## config.mk

```make
export PLATFORM = sky130hd
export DESIGN_NAME = counter_monitor_flat
export DESIGN_NICKNAME = d
export VERILOG_FILES = /design/src/rtl/counter_monitor_pkg.sv /design/src/rtl/counter_monitor_if.sv /design/src/rtl/counter_monitor_snapshot.sv /design/src/rtl/counter_monitor.sv /design/src/flat_wrapper.sv
export SDC_FILE = /design/constraint.sdc
export NUM_CORES = 1
export LEC_CHECK = 0
export CORE_MARGIN = 1.5
export CORE_UTILIZATION = 56
export DETAILED_ROUTE_END_ITERATION = 10
export PLACE_DENSITY_LB_ADDON = 0.1
export SYNTH_ARGS = -nofsm -noshare
export SYNTH_HDL_FRONTEND = slang
export SYNTH_SLANG_ARGS = --single-unit
```

## constraint.sdc

```tcl
create_clock -name clk_i -period 3.8 [get_ports clk_i]
set_input_delay 1.14 -clock clk_i [delete_from_list [all_inputs] [get_ports clk_i]]
set_output_delay 1.14 -clock clk_i [all_outputs]
set_load 0.01 [all_outputs]
```

## src/rtl/counter_monitor_pkg.sv

```systemverilog
// Shared types and default sizes for the counter monitor and its snapshot path.
// Kept separate so the testbench and the readout logic can size themselves from the same constants.
package counter_monitor_pkg;

    localparam int DEF_WIDTH  = 8;
    localparam int DEF_WRAP_W = 16;
    localparam int DEF_ERR_W  = 8;

    typedef enum logic [1:0] {
        SYNC,
        TRACK,
        FAULT
    } mon_state_e;

endpackage

```

## src/rtl/counter_monitor_if.sv

```systemverilog
// Snapshot valid/ready channel between the counter monitor (master) and the readout logic (slave).
interface counter_monitor_if #(
    parameter int WIDTH  = counter_monitor_pkg::DEF_WIDTH,
    parameter int WRAP_W = counter_monitor_pkg::DEF_WRAP_W
);

    logic                    snap_req_i;
    logic                    snap_valid_o;
    logic                    snap_ready_i;
    logic [WRAP_W+WIDTH-1:0] snap_data_o;

    modport master (
        input  snap_req_i,
        input  snap_ready_i,
        output snap_valid_o,
        output snap_data_o
    );

    modport slave (
        output snap_req_i,
        output snap_ready_i,
        input  snap_valid_o,
        input  snap_data_o
    );

endinterface

```

## src/rtl/counter_monitor_snapshot.sv

```systemverilog
// One-entry valid/ready holding register. A capture is only taken when the slot is
// empty or being drained on the same edge; otherwise the request is dropped.
module counter_monitor_snapshot #(
    parameter int DATA_W = 24
) (
    input  logic              clk_i,
    input  logic              reset_i,
    input  logic              capture_i,
    input  logic              ready_i,
    input  logic [DATA_W-1:0] data_i,
    output logic              valid_o,
    output logic [DATA_W-1:0] data_o
);

    logic accept;

    assign accept = capture_i && (!valid_o || ready_i);

    // Held data only moves on an accepted capture, so it is stable while stalled.
    always_ff @(posedge clk_i or posedge reset_i) begin
        if (reset_i) begin
            valid_o <= 1'b0;
            data_o  <= '0;
        end else if (accept) begin
            valid_o <= 1'b1;
            data_o  <= data_i;
        end else if (valid_o && ready_i) begin
            valid_o <= 1'b0;
        end
    end

endmodule

```

## src/rtl/counter_monitor.sv

```systemverilog
// Checks that the upstream counter advances by exactly one per enabled sample, counts
// wraps and mismatches, and offers {wrap count, counter value} snapshots to readout.
module counter_monitor
    import counter_monitor_pkg::*;
#(
    parameter int WIDTH  = DEF_WIDTH,
    parameter int WRAP_W = DEF_WRAP_W,
    parameter int ERR_W  = DEF_ERR_W
) (
    input  logic              clk_i,
    input  logic              reset_i,
    input  logic [WIDTH-1:0]  cnt_i,
    input  logic              en_i,
    output logic              wrap_o,
    output logic              err_o,
    input  logic              err_clr_i,
    output logic [ERR_W-1:0]  err_cnt_o,
    counter_monitor_if.master snap
);

    mon_state_e               state_q;
    logic [WIDTH-1:0]         prev_q;
    logic [WRAP_W-1:0]        wrap_cnt_q;
    logic [WIDTH-1:0]         expected;
    logic                     compare_en;
    logic                     in_step;
    logic                     new_err;
    logic                     wrap_hit;
    logic [WRAP_W-1:0]        wrap_cnt_next;
    logic                     snap_valid;
    logic [WRAP_W+WIDTH-1:0]  snap_data;

    // SYNC only learns the first value; only a TRACK->FAULT transition counts as a new error.
    always_comb begin
        expected      = prev_q + 1'b1;
        compare_en    = en_i && (state_q != SYNC);
        in_step       = (cnt_i == expected);
        new_err       = compare_en && (state_q == TRACK) && !in_step;
        wrap_hit      = compare_en && (prev_q == '1) && (cnt_i == '0);
        wrap_cnt_next = wrap_cnt_q + WRAP_W'(wrap_hit);
    end

    always_ff @(posedge clk_i or posedge reset_i) begin
        if (reset_i) begin
            state_q    <= SYNC;
            prev_q     <= '0;
            wrap_cnt_q <= '0;
            wrap_o     <= 1'b0;
            err_o      <= 1'b0;
            err_cnt_o  <= '0;
        end else begin
            wrap_o     <= wrap_hit;
            wrap_cnt_q <= wrap_cnt_next;

            // A fresh mismatch beats a simultaneous clear and restarts the count at one.
            if (new_err) begin
                err_o <= 1'b1;
                if (err_clr_i) begin
                    err_cnt_o <= ERR_W'(1);
                end else if (err_cnt_o != '1) begin
                    err_cnt_o <= err_cnt_o + 1'b1;
                end
            end else if (err_clr_i) begin
                err_o     <= 1'b0;
                err_cnt_o <= '0;
            end

            if (!en_i) begin
                state_q <= SYNC;
            end else begin
                prev_q <= cnt_i;
                case (state_q)
                    SYNC:    state_q <= TRACK;
                    TRACK:   if (!in_step) state_q <= FAULT;
                    FAULT:   if (in_step) state_q <= TRACK;
                    default: state_q <= SYNC;
                endcase
            end
        end
    end

    counter_monitor_snapshot #(
        .DATA_W (WRAP_W + WIDTH)
    ) u_snapshot (
        .clk_i     (clk_i),
        .reset_i   (reset_i),
        .capture_i (snap.snap_req_i),
        .ready_i   (snap.snap_ready_i),
        .data_i    ({wrap_cnt_next, cnt_i}),
        .valid_o   (snap_valid),
        .data_o    (snap_data)
    );

    assign snap.snap_valid_o = snap_valid;
    assign snap.snap_data_o  = snap_data;

endmodule

```

## src/flat_wrapper.sv

```systemverilog
// flat-port wrapper written by rule: the top's interface ports become plain ports
module counter_monitor_flat import counter_monitor_pkg::*;
#(
    parameter int WIDTH  = DEF_WIDTH,
    parameter int WRAP_W = DEF_WRAP_W,
    parameter int ERR_W  = DEF_ERR_W
)
  (clk_i, reset_i, cnt_i, en_i, wrap_o, err_o, err_clr_i, err_cnt_o, snap_snap_req_i, snap_snap_ready_i, snap_snap_valid_o, snap_snap_data_o);
  counter_monitor_if #(.WIDTH(WIDTH), .WRAP_W(WRAP_W)) snap_i ();
  input  logic clk_i;
  input  logic reset_i;
  input  logic [WIDTH-1:0] cnt_i;
  input  logic en_i;
  output logic wrap_o;
  output logic err_o;
  input  logic err_clr_i;
  output logic [ERR_W-1:0] err_cnt_o;
  input wire logic [$bits(snap_i.snap_req_i)-1:0] snap_snap_req_i;
  input wire logic [$bits(snap_i.snap_ready_i)-1:0] snap_snap_ready_i;
  output wire logic [$bits(snap_i.snap_valid_o)-1:0] snap_snap_valid_o;
  output wire logic [$bits(snap_i.snap_data_o)-1:0] snap_snap_data_o;
  assign snap_i.snap_req_i = snap_snap_req_i;
  assign snap_i.snap_ready_i = snap_snap_ready_i;
  assign snap_snap_valid_o = snap_i.snap_valid_o;
  assign snap_snap_data_o = snap_i.snap_data_o;
  counter_monitor #(.WIDTH(WIDTH), .WRAP_W(WRAP_W), .ERR_W(ERR_W)) u_core (.clk_i(clk_i), .reset_i(reset_i), .cnt_i(cnt_i), .en_i(en_i), .wrap_o(wrap_o), .err_o(err_o), .err_clr_i(err_clr_i), .err_cnt_o(err_cnt_o), .snap(snap_i));
endmodule
```

## After elaboration in Yosys (flattened, before gate mapping)

Index checks and enable logic that the tools add are counted.

- Output and inout port bits: 35
- Word-level logic and storage cells: 48
- Input port bits: 14
- Bits in registers: 61

- Muxes and demuxes: 12
- Add/sub/neg operators: 3
- Reductions and logical operators: 18
- Equal/unequal tests: 7

Operators by type and width:

| operator | number |
|---|---|
| $mux W8 | 4 |
| $add A16 B1 Y16 | 1 |
| $add A8 B1 Y8 const B | 2 |
| $eq A8 B8 Y1 | 1 |
| $eq A8 B8 Y1 const B | 1 |
| $logic_not A8 Y1 | 1 |
| $ne A8 B8 Y1 const B | 1 |
| $reduce_bool A2 Y1 | 4 |
| $logic_and A1 B1 Y1 | 7 |
| $mux W2 | 3 |
| $pmux W2 S3 | 1 |
| $mux W1 | 4 |
| $reduce_and A2 Y1 | 2 |
| $ne A3 B2 Y1 const B | 1 |
| $ne A3 B3 Y1 const B | 1 |
| $eq A2 B1 Y1 const B | 1 |
| $eq A2 B2 Y1 const B | 1 |
| $logic_not A1 Y1 | 2 |
| $logic_not A2 Y1 | 1 |
| $logic_or A1 B1 Y1 | 1 |

## Longest topological paths before layout

- Depth after elaboration: 6
- Gate-level depth with buffers: 10
- Gate-level depth less buffers: 10

## Cells and area by module

A second synthesis with hierarchy kept.

- Cell total of the unflattened synthesis: 233
- Area total of the unflattened synthesis: 2909.0 µm²

By module, submodules not included:

| module | area an instance (µm²) | instances | cells each | seq. area each (µm²) |
|---|---|---|---|---|
| counter_monitor | 1861.8 | 1 | 178 | 900.9 |
| counter_monitor_snapshot | 1047.3 | 1 | 55 | 625.6 |

## Least setup slack after synthesis

No wires, ideal clock.

- Path kind: input-to-reg
- Start point: in en_i
- End point: reg u_core.u_snapshot.data_o[18]
- Library setup time: 0.125 ns
- Buffers on the path: 1
- Stages on the path: 10
- Path slack: 0.663 ns
- Required time: 3.675 ns
- Data arrival time: 3.012 ns
- Cell sequence: clkbuf_1 > nand4_1 > nor4_1 > ha_1 > ha_1 > and3_1 > and2_1 > nand2_1 > xnor2_1 > mux2_2

- Longest elaborated chain between the ends: 4

Ends and longest elaborated chain:

| element | line | source |
|---|---|---|
| start, declared | flat_wrapper.sv:13 | `input logic en_i;` |
| $logic_and A1 B1 Y1 | counter_monitor.sv:36 | `compare_en = en_i && (state_q != SYNC);` |
| $logic_and A1 B1 Y1 (2 in a row) | counter_monitor.sv:39 | `wrap_hit = compare_en && (prev_q == '1) && (cnt_i == '0);` |
| net u_core.wrap_hit | counter_monitor.sv:28 | `logic wrap_hit;` |
| $add A16 B1 Y16 | counter_monitor.sv:40 | `wrap_cnt_next = wrap_cnt_q + WRAP_W'(wrap_hit);` |
| net u_core.u_snapshot.data_i[18] | counter_monitor_snapshot.sv:10 | `input logic [DATA_W-1:0] data_i,` |
| end signal, assigned | counter_monitor_snapshot.sv:26 | `data_o <= data_i;` |
| end, declared | counter_monitor_snapshot.sv:12 | `output logic [DATA_W-1:0] data_o` |

The timed path passes the listed nets, and every way through them passes these cells.
A chain may end at the register's enable or synchronous reset.

## Final worst setup path

- Start point: in cnt_i[0]
- End point: reg u_core.u_snapshot.data_o[18]

- Longest elaborated chain between the ends: 3

Ends and longest elaborated chain:

| element | line | source |
|---|---|---|
| start, declared | flat_wrapper.sv:12 | `input logic [WIDTH-1:0] cnt_i;` |
| $logic_not A8 Y1 | counter_monitor.sv:39 |  |
| $logic_and A1 B1 Y1 | counter_monitor.sv:39 |  |
| net u_core.wrap_hit | counter_monitor.sv:28 |  |
| $add A16 B1 Y16 | counter_monitor.sv:40 |  |
| net u_core.u_snapshot.data_i[18] | counter_monitor_snapshot.sv:10 |  |

The timed path passes the listed nets, and every way through them passes these cells.

==> impl_results.md <==
* CTS H-Tree Depth at 3
* Number of top-level pins at 49
* Number of standard cells after synthesis at 224
* Sequential share of the synthesized area at 54.5%
* Status: finished clean
* RR Startpoint: u_core.prev_q[0]
* Final routed wire length divided by cell count at roughly 15 um
* End of the worst register-to-register path: u_core.u_snapshot.data_o[18]
* Area overhead of the layout relative to synthesis at 29.7%
* Antenna cells at 0
* R2r setup slk at approximately 1.2 ns
* Number of buffer cells added on primary ports at 48
* Worst slew pin tran at around 0.67 ns
* Crit share post-route at between 90% and 100%
* Area of the core region at ~4800 sq um
* Leakage at 1.67 nW
* GR Util All Layers at a little under a quarter
* Share of layout cells above drive strength 1 at between 20% and 30%
* Slowest cell delay on critical path at approximately 0.44 ns
* DR iter-0 viols at between 90 and 100
* Endpoint arrival time on the critical path at 3.65 ns
* Type of the setup path with the least slack: in -> reg
* Placed standard-cell area at around 3400 sq um
* Total Neg Setup Slack at 0 ns
* Worst supply voltage drop on vdd at ~0.32 mV
* Vias in the first global route at a little over 2,000
* Relative contribution of combinational cells to total power at 13.5%
* Drc violations at 0
* Area enclosed by the die boundary at about 5400 sq um
* Cell internal power dissipation at 0.00109 W
* Synthesized Nets at 242
* Proportion of power drawn by the clock network at 37.9%
* Fillers at ~350
* Number of hold violations in the final report at 0
* DRT Pass-1 Iters at 4
* Number of cells on the worst reg-to-reg path at 10
* FMAX at 292 MHz
* Distinct cell type count after synthesis at 43
* Total power density per cell area at around 400 nW/um^2
* Initial Util at between 50% and 60%
* Vert. Die Dim at roughly 74 um
* Tightest slew margin relative to the limit at 55.1%
* Post-layout nets at approximately 310
* Worst clock skew at between 0.01 and 0.015 ns
* Crit path max-delay cell type: sky130_fd_sc_hd__clkdlybuf4s50_1
* Last weighted congestion value of the routability-driven placer at roughly 0.82
* Inserted Clock Buffers at 9
* Post-detail-place hpwl at between 3000 and 4000 um
* Share of power burned in registers at about half
* Resized cells post-CTS at 0
* Share of synthesized flip-flops with an asynchronous set or reset at between 90% and 100%
* Final non-filler cell area at 3630 sq um
* Count of final max-slew check failures at 0
* Cell row count at 25
* Wire length reported by the detailed router at between 5000 and 6000 um
* GRT Residual Overflow at 0
* Die width at 73.7 um
* Max clock buf depth at 2
* Clk pin slew, worst setup/hold paths at around 0.070 ns
* Setup bufs post-CTS at 0
* Total vias in the final route at between 1,500 and 2,000
* Most common cell on crit path: sky130_fd_sc_hd__ha_1
* CP Max Fanout at 3
* Worst hold-check slack at about 0.48 ns
* Count of flip-flops with a built-in enable after synthesis at 0
* Endpoint required time on the critical path at approximately 4.0 ns
* Post-synthesis area per instance at roughly 13 sq um
* Post-Synthesis Cell Area at 2800 sq um
* Hold path startpoint: u_core.wrap_cnt_q[15]
* Fraction of power spent switching nets at between 20 and 30%
* Wire length of the first global-routing pass at approximately 9400 um
* Post-route ant nets at 0
* Worst path cell trace: clkdlybuf4s50_1 > nor4b_1 > o21ai_0 > nor4_1 > ha_1 > ha_1 > and3_1 > and2_1 > nand2_1 > xnor2_1 > mux2_2
* Total of endpoints with negative setup slack in the final report at 0
* Sinks on the clock net at just over 60
* Via/cell ratio at around 5.4
* Endpoint with the worst hold slack: u_core.wrap_cnt_q[15]
* Number of cells traversed by the worst hold path at 1
* Switching pwr at approximately 0.00037 W
* Type of element capturing the critical path: flip-flop
* Antenna violations before repair at 0
* Setup repair after global routing missed its margin: false
* Prevailing post-synth register cell: sky130_fd_sc_hd__dfrtp_1
* Root Buffer: sky130_fd_sc_hd__clkbuf_8
* Maximum number of pins on one net before global-route repair at 35
* Final critical path time including I/O delays and setup at approximately 3.4 ns
* Number of maximum-capacitance constraint violations at 0
* Synth Warn # at 0
* Flop and latch count out of synthesis at 61
* CTS tree: built
* Clock insertion delay at the later pin of the skew report at approximately 0.33 ns
* Hold buffers post-CTS at 0
* Startpoint kind of the worst setup timing path: input port
* Type of the worst min-delay path: reg -> reg
Yosys cell counts, types with 2 or more instances:
| master | count | area share (%) |
|---|---|---|
| sky130_fd_sc_hd__o21ai_0 | 3 | 0.54 |
| sky130_fd_sc_hd__nor2b_1 | 4 | 0.89 |
| sky130_fd_sc_hd__dfrtp_1 | 61 | 55 |
| sky130_fd_sc_hd__nor4_2 | 2 | 0.89 |
| sky130_fd_sc_hd__nand4_1 | 2 | 0.45 |
| sky130_fd_sc_hd__mux2_4 | 3 | 1.6 |
| sky130_fd_sc_hd__and2_1 | 2 | 0.45 |
| sky130_fd_sc_hd__mux2_2 | 32 | 13 |
| sky130_fd_sc_hd__clkbuf_1 | 4 | 0.54 |
| sky130_fd_sc_hd__xor2_1 | 11 | 3.4 |
| sky130_fd_sc_hd__nor2_1 | 7 | 0.94 |
| sky130_fd_sc_hd__o22ai_1 | 2 | 0.45 |
| sky130_fd_sc_hd__inv_1 | 4 | 0.54 |
| sky130_fd_sc_hd__nor3_1 | 2 | 0.36 |
| sky130_fd_sc_hd__xnor2_1 | 14 | 4.4 |
| sky130_fd_sc_hd__o211ai_1 | 2 | 0.54 |
| sky130_fd_sc_hd__nand2b_1 | 2 | 0.45 |
| sky130_fd_sc_hd__and4_1 | 2 | 0.63 |
| sky130_fd_sc_hd__nand2_1 | 15 | 2.0 |
| sky130_fd_sc_hd__nand3_1 | 11 | 2.0 |
| sky130_fd_sc_hd__o41ai_1 | 2 | 0.63 |
| sky130_fd_sc_hd__ha_1 | 4 | 1.8 |
| sky130_fd_sc_hd__a21oi_1 | 2 | 0.36 |
| sky130_fd_sc_hd__and3_1 | 11 | 2.5 |
| sky130_fd_sc_hd__and3b_1 | 2 | 0.63 |
worst max-delay path, delay by kind of cell:
family / cells / cell delay (ns)
buffers and inverters: 1 / 0.44
AND/OR/NAND/NOR: 5 / 1.06
multiplexers: 1 / 0.27
adder cells (fa/ha/maj): 2 / 0.46
AO/OA/AOI/OAI: 1 / 0.13
XOR/XNOR: 1 / 0.14
area by class of cell:
cell class / count / area [sq um] / share of cell area, %
clock buffer: 10 / 128 / 3.51
clock inverter: 6 / 63.8 / 1.76
inverter: 4 / 15.0 / 0.414
multi-input combinational: 153 / 1230 / 33.8
sequential: 61 / 1530 / 42.0
tap: 67 / 83.8 / 2.31
timing repair buffer: 62 / 586 / 16.1
placed cells by master, fill, tap and decap left out, drive strengths merged, types with 8 or more instances in the layout:
cell type,Yosys,layout
mux2,35,35
clkdlybuf4s50,0,48
nand3,12,12
buf,2,14
and3,11,11
dfrtp,61,61
clkbuf,4,10
xor2,11,11
nand2,15,15
xnor2,14,14
nor2,8,8
worst max path at each step:
| stage | from | slack, ns | cells after the start | endpoint |
|---|---|---|---|---|
| 2_1_floorplan | en_i | 0.66 | 10 | u_core.u_snapshot.data_o[18] |
| 3_3_place_gp | cnt_i[0] | 0.10 | 11 | u_core.u_snapshot.data_o[20] |
| 3_5_place_dp | cnt_i[0] | 0.002 | 11 | u_core.u_snapshot.data_o[18] |
| 4_1_cts | cnt_i[0] | 0.35 | 11 | u_core.u_snapshot.data_o[18] |
| 5_1_grt | cnt_i[0] | 0.14 | 11 | u_core.u_snapshot.data_o[22] |
| 6_report | cnt_i[0] | 0.37 | 11 | u_core.u_snapshot.data_o[18] |
per-layer routing:
metal / global-route usage (%) / vias to the layer above / routed length, um
li1: - / 934 / -
met2: 34.3 / 53 / 2570
met5: 0 / - / 0
met3: 4.39 / 12 / 239
met1: 31.9 / 956 / 2540
met4: 13.2 / 0 / 134
power groups by stage:
stage	sequential, W	combinational (W)	clock, W
after detailed placement	0.000720	0.000197	0
after CTS	0.000709	0.000198	0.000562
final	0.000709	0.000196	0.000553
after global placement	0.000719	0.000191	0
after global routing	0.000713	0.000217	0.000589
after floorplan	0.000724	0.000102	0
through the flow:
step / setup slack [ns] / std cells / power, W / utilization [%]
global route: 0.137 / 363 / 0.00152 / 76.4
detailed placement: 0.00244 / 347 / 0.000917 / 72.3
floorplan: 0.663 / 224 / 0.000826 / -
CTS: 0.350 / 363 / 0.00147 / 76.4
finish: 0.370 / 363 / 0.00146 / 76.4
global placement: 0.104 / 347 / 0.000910 / 72.3
cells by family (layout without fill, tap and decap cells):
logic type / count (synthesis) / in the layout / share of synthesized area (%)
AOI/OAI and AO/OA: 19 / 19 / 5.27
adders and majority gates: 4 / 4 / 1.79
DFF: 61 / 61 / 54.5
xor gates and xnor gates: 25 / 25 / 7.82
muxes: 36 / 36 / 14.8
and+or+nand+nor: 69 / 69 / 14.2
buffers and inverters: 10 / 82 / 1.61
registers in the layout, summed over array words and instances, names as in the netlist:
| register | count |
|---|---|
| u_core.wrap_o | 1 |
| u_core.state_q | 2 |
| u_core.err_o | 1 |
| u_core.wrap_cnt_q | 16 |
| u_core.u_snapshot.data_o | 24 |
| u_core.err_cnt_o | 8 |
| u_core.prev_q | 8 |
| u_core.u_snapshot.valid_o | 1 |
Power figures use the tool's default switching activity.
